$ cat src/rtl/regfile_onehot_wr.sv
// 32-entry integer register file driven by a one-hot write-enable vector.
// Two combinational read ports with optional same-cycle write bypass, a sticky multi-hot error flag and a saturating write counter.
module regfile_onehot_wr #(
   parameter int DATA_WIDTH = 32,
   parameter bit BYPASS     = 1'b1
) (
   input  logic                  clk,
   input  logic                  rst_n,
   input  logic [31:0]           WriteEn,
   input  logic [DATA_WIDTH-1:0] WriteData,
   input  logic [4:0]            ReadReg1,
   input  logic [4:0]            ReadReg2,
   output logic [DATA_WIDTH-1:0] ReadData1,
   output logic [DATA_WIDTH-1:0] ReadData2,
   output logic                  MultiWeErr,
   output logic [15:0]           WriteCount
);

   localparam logic [15:0] COUNT_MAX = 16'hFFFF;

   logic [DATA_WIDTH-1:0] regs [32];
   logic                  any_hot;
   logic                  multi_hot;
   logic                  accepted;
   logic [4:0]            raddr [2];
   logic [DATA_WIDTH-1:0] rdata [2];

   // Clearing the lowest set bit leaves something only if two or more bits were set.
   always_comb begin
      any_hot   = |WriteEn;
      multi_hot = |(WriteEn & (WriteEn - 32'd1));
      accepted  = any_hot && !multi_hot && !WriteEn[0];
   end

   // NOTE: the register array is reset on purpose: the reset contract requires every
   // architectural register to read 0 right after rst_n asserts, so it cannot map to a RAM macro.
   // Entry 0 is kept in the loop so it stays driven, but it is never written.
   always_ff @(posedge clk or negedge rst_n) begin
      if (!rst_n) begin
         for (int i = 0; i < 32; i++) begin
            // NOTE: sequential state always uses non-blocking assignment so every flop
            // samples pre-edge values regardless of block evaluation order.
            regs[i] <= '0;
         end
      end else begin
         for (int i = 1; i < 32; i++) begin
            if (WriteEn[i]) begin
               regs[i] <= WriteData;
            end
         end
      end
   end

   always_ff @(posedge clk or negedge rst_n) begin
      if (!rst_n) begin
         MultiWeErr <= 1'b0;
      end else if (multi_hot) begin
         MultiWeErr <= 1'b1;
      end
   end

   always_ff @(posedge clk or negedge rst_n) begin
      if (!rst_n) begin
         WriteCount <= '0;
      end else if (accepted && (WriteCount != COUNT_MAX)) begin
         WriteCount <= WriteCount + 16'd1;
      end
   end

   assign raddr[0] = ReadReg1;
   assign raddr[1] = ReadReg2;

   // Both ports share one description; x0 is hardwired to zero ahead of any bypass.
   always_comb begin
      for (int p = 0; p < 2; p++) begin
         // NOTE: default first so no path through this block leaves rdata unassigned (no latch).
         rdata[p] = '0;
         if (raddr[p] != 5'd0) begin
            rdata[p] = regs[raddr[p]];
            if (BYPASS && WriteEn[raddr[p]]) begin
               rdata[p] = WriteData;
            end
         end
      end
   end

   assign ReadData1 = rdata[0];
   assign ReadData2 = rdata[1];

endmodule
$ cat config.mk
export PLATFORM = sky130hd
export DESIGN_NAME = regfile_onehot_wr
export DESIGN_NICKNAME = d
export VERILOG_FILES = /design/src/rtl/regfile_onehot_wr.sv
export SDC_FILE = /design/constraint.sdc
export NUM_CORES = 2
export LEC_CHECK = 0
export CORE_ASPECT_RATIO = 0.7
export CORE_MARGIN = 5
export CORE_UTILIZATION = 40
export CTS_CLUSTER_SIZE = 10
export DETAILED_ROUTE_END_ITERATION = 8
export GPL_ROUTABILITY_DRIVEN = 0
export GPL_TIMING_DRIVEN = 0
export PLACE_DENSITY = 0.65
export SLEW_MARGIN = 25
export SYNTH_ARGS = -nofsm -noshare
export SYNTH_HDL_FRONTEND = slang
export SYNTH_SLANG_ARGS = --single-unit
$ cat constraint.sdc
create_clock -name clk -period 4.3 [get_ports clk]
set_clock_uncertainty 0.2 [all_clocks]
set_input_delay 0.43 -clock clk [delete_from_list [all_inputs] [get_ports clk]]
set_output_delay 0.43 -clock clk [all_outputs]
set_load 0.01 [all_outputs]
==> summary.md <==
| Metric | Value |
|---|---|
| Status | `complete, no violations` |
| R2R Path Start | `WriteCount[2]` |
| DR pass1 iterations | `5` |
| Starting DRT DRC Count | `4,510` |
| Vias | `37,000` |
| Ys Warns | `32` |
| Primary FF master, synth | `dfrtp_1` |
| Die Span X | `454.0 um` |
| Placed Area | `59,410 sq um` |
| CP Data Required Time | `3.67 ns` |
| Final hold vios | `0` |
| Class of the worst hold path | `primary input to asynchronous set/reset pin` |
| Via/cell ratio | `6.522` |
| Clock Path Buffers | `3` |
| Largest fanout on the critical path | `10` |
| Leak | `24.99 nW` |
| Synth Instances | `3,525` |
| Largest net degree at the start of global routing | `139` |
| Final setup violating endpoints | `0` |
| Final period utilization | `0.9995` |
| CTS sink cnt | `1,009` |
| Fill count | `12,070` |
| First-pass GRT wire length | `285.5 mm` |
| Crit path capture type | `primary output` |
| Root Buffer | `clkbuf_16` |
| Tot GR Track Use | `0.2754` |
| DRC Markers | `0` |
| PwrDens | `399.3 nW/um^2` |
| RSZ-0062 raised after global routing | `true` |
| Proportion of layout cells with a drive suffix above 1 | `0.5484` |
| Vias in the first global route | `37,680` |
| Number of buffers added on ports | `140` |
| Final Slew Violations | `0` |
| Setup crit start kind | `primary input` |
| Final Util | `0.4605` |
| Max cap viols | `0` |
| Final Cell Area | `63,380 sq um` |
| Final wirelength | `200.9 mm` |
| Area Overhead vs Synth | `14.84%` |
| Total chip power | `25.31 mW` |
| Async SR Flop Fraction | `1.000` |
| Placed Instances | `5,534` |
| WL per Instance | `35.41 um` |
| Detailed placement HPWL | `138.2 mm` |
| Grt total ovfl | `0` |
| Area contributors post-synth | `dfrtp_1 46%, mux4_2 24%, mux2_2 22%` |
| Worst slew pin tran | `1.167 ns` |
| Worst skew pair latency | `0.74 ns` |
| Synthesized net count | `3,602` |
| Worst setup path start | `ReadReg1[1]` |
| TNS Setup | `0 ns` |
| Synth top cells by count | `1,059 x mux2_2, 1,009 x dfrtp_1, 596 x mux4_2` |
| Count leader, synth | `mux2_2` |
| DRT antenna net count | `0` |
| CTS tree | `yes` |
| Core area | `137,600 sq um` |
| H-tree Lvls | `3` |
| Worst vdd ir | `0.0003290 V` |
| FMAX | `232.7 MHz` |
| Finished Layout Cells | `5,673` |
| Synth Register Bits | `1,009` |
| Number of cell rows | `114` |
| Cell taking the most area after synthesis | `dfrtp_1` |
| Synth top area share | `0.4575` |
| Worst R2R Setup Slack | `1.63 ns` |
| Reg clk slew, reported paths | `0.06 ns` |
| Num ports | `157` |
| Arrival time of the worst setup path | `3.67 ns` |
| Post-synthesis cell area | `55,190 sq um` |
| Syn avg cell area | `15.66 sq um` |
| Initial antenna violation count | `4` |
| Post-route minimum period | `4.298 ns` |
| Rel. slew slack | `0.2217` |
| Starting Density | `0.4010` |
| Post-synth EDFFs | `0` |
| Overall die height | `320.8 um` |
| Sequential share of the synthesized area | `0.4575` |
| Inserted Clock Buffers | `111` |
| Setup CP Type | `primary input to primary output` |
| Die area | `145,600 sq um` |
| Count of cell types in the netlist | `51` |
| Fin nets | `3,878` |
## cells in the final DEF, fill, tap and decap left out, drive strengths merged, types with 2 or more instances in the layout
cell type | Yosys | layout
o21ai | 6 | 6
nand2 | 10 | 10
o31a | 3 | 3
mux4 | 596 | 596
inv | 2 | 7
nor2 | 133 | 133
buf | 109 | 148
o31ai | 4 | 4
dfrtp | 1009 | 1009
o22a | 2 | 2
nand3 | 5 | 5
or3 | 8 | 8
clkinv | 0 | 3
and4 | 3 | 3
nor3 | 9 | 9
and3 | 3 | 3
or4 | 8 | 8
mux2 | 1060 | 1061
dlymetal6s2s | 0 | 14
nor2b | 2 | 2
mux2i | 65 | 65
xor2 | 14 | 14
clkbuf | 299 | 394
clkdlybuf4s50 | 0 | 94
diode | 0 | 4
nor4 | 18 | 18
clkdlybuf4s15 | 0 | 4
o21a | 2 | 2
dlygate4sd2 | 0 | 30
nand4 | 7 | 7
a22o | 63 | 63
and2 | 3 | 3
o41ai | 3 | 3
dlygate4sd3 | 0 | 3
a21oi | 67 | 67
## path summary, 6_finish.rpt
check	depth (start not counted)	end
max	11	ReadData1[0]
min	2	regs[886]
max reg2reg	8	WriteCount[14]
min reg2reg	1	MultiWeErr
max in group asynchronous	5	regs[358]
min in group clk	3	regs[63]
## cell type report
| class | instances | area, sq um | share of cell area |
|---|---|---|---|
| Antenna cell | 4 | 10.01 | 0.0001579 |
| Clock inverter | 8 | 92.59 | 0.001461 |
| Buffer | 405 | 2561 | 0.04041 |
| Clock buffer | 117 | 2820 | 0.04450 |
| Tap cell | 1856 | 2322 | 0.03664 |
| Multi-Input combinational cell | 2107 | 28480 | 0.4494 |
| Inverter | 2 | 7.507 | 0.0001184 |
| Sequential cell | 1009 | 25250 | 0.3984 |
| Timing Repair Buffer | 165 | 1836 | 0.02896 |
## metrics by stage
step | worst slack (ns) | hold WS [ns]
finish | 0.002355 | 0.06986
global route | -0.01119 | 0.08699
CTS | -0.02664 | 0.06853
detailed placement | -1.832 | 0.1832
global placement | -44.47 | 0.2560
floorplan | 0.5852 | -0.06559
## registers in the layout (all words and copies together), names as in the netlist
register    flops
regs          992
MultiWeErr      1
WriteCount     16
## per-layer routing
| layer | track usage | vias up | share of wire |
|---|---|---|---|
| met5 | 0.006836 | - | 0.00071 |
| met4 | 0.1157 | 4 | 0.050 |
| met3 | 0.09484 | 465 | 0.11 |
| met2 | 0.3831 | 2101 | 0.42 |
| met1 | 0.3929 | 20190 | 0.42 |
| li1 | - | 14240 | - |
## cells by family after synthesis
group / share of synthesized area
xor+xnor: 0.002222
simple gates: 0.01990
fa+ha+maj: 0.0004080
buf+inv: 0.02866
flops: 0.4575
mux: 0.4713
compound gates: 0.02006
## timing repair
| item | in CTS | in global routing |
|---|---|---|
| pin swaps | 11 | 1 |
| resized for setup | 355 | 67 |
| hold buffers | 3 | 0 |
| endpoints found under the setup margin | 64 | 38 |
| gates cloned | 1 | 0 |
| setup buffers | 8 | 0 |
| endpoints found under the hold margin | 238 | 0 |
## power by group
| group | total (mW) | internal, mW | switching, mW |
|---|---|---|---|
| sequential | 11.1 | 10.4 | 0.687 |
| combinational | 5.67 | 2.91 | 2.76 |
| clock | 8.50 | 4.58 | 3.92 |
| total | 25.3 | 17.9 | 7.37 |
## critical path, stage by stage
cell             delay [ns]
clkdlybuf4s15_2        0.31
buf_6                  0.27
clkbuf_8               0.26
clkbuf_4               0.40
mux4_2                 0.37
mux4_2                 0.52
mux2i_1                0.21
nor2_1                 0.09
a21oi_1                0.17
nor2_1                 0.11
clkdlybuf4s50_1        0.51
Power figures use the tool's default switching activity.
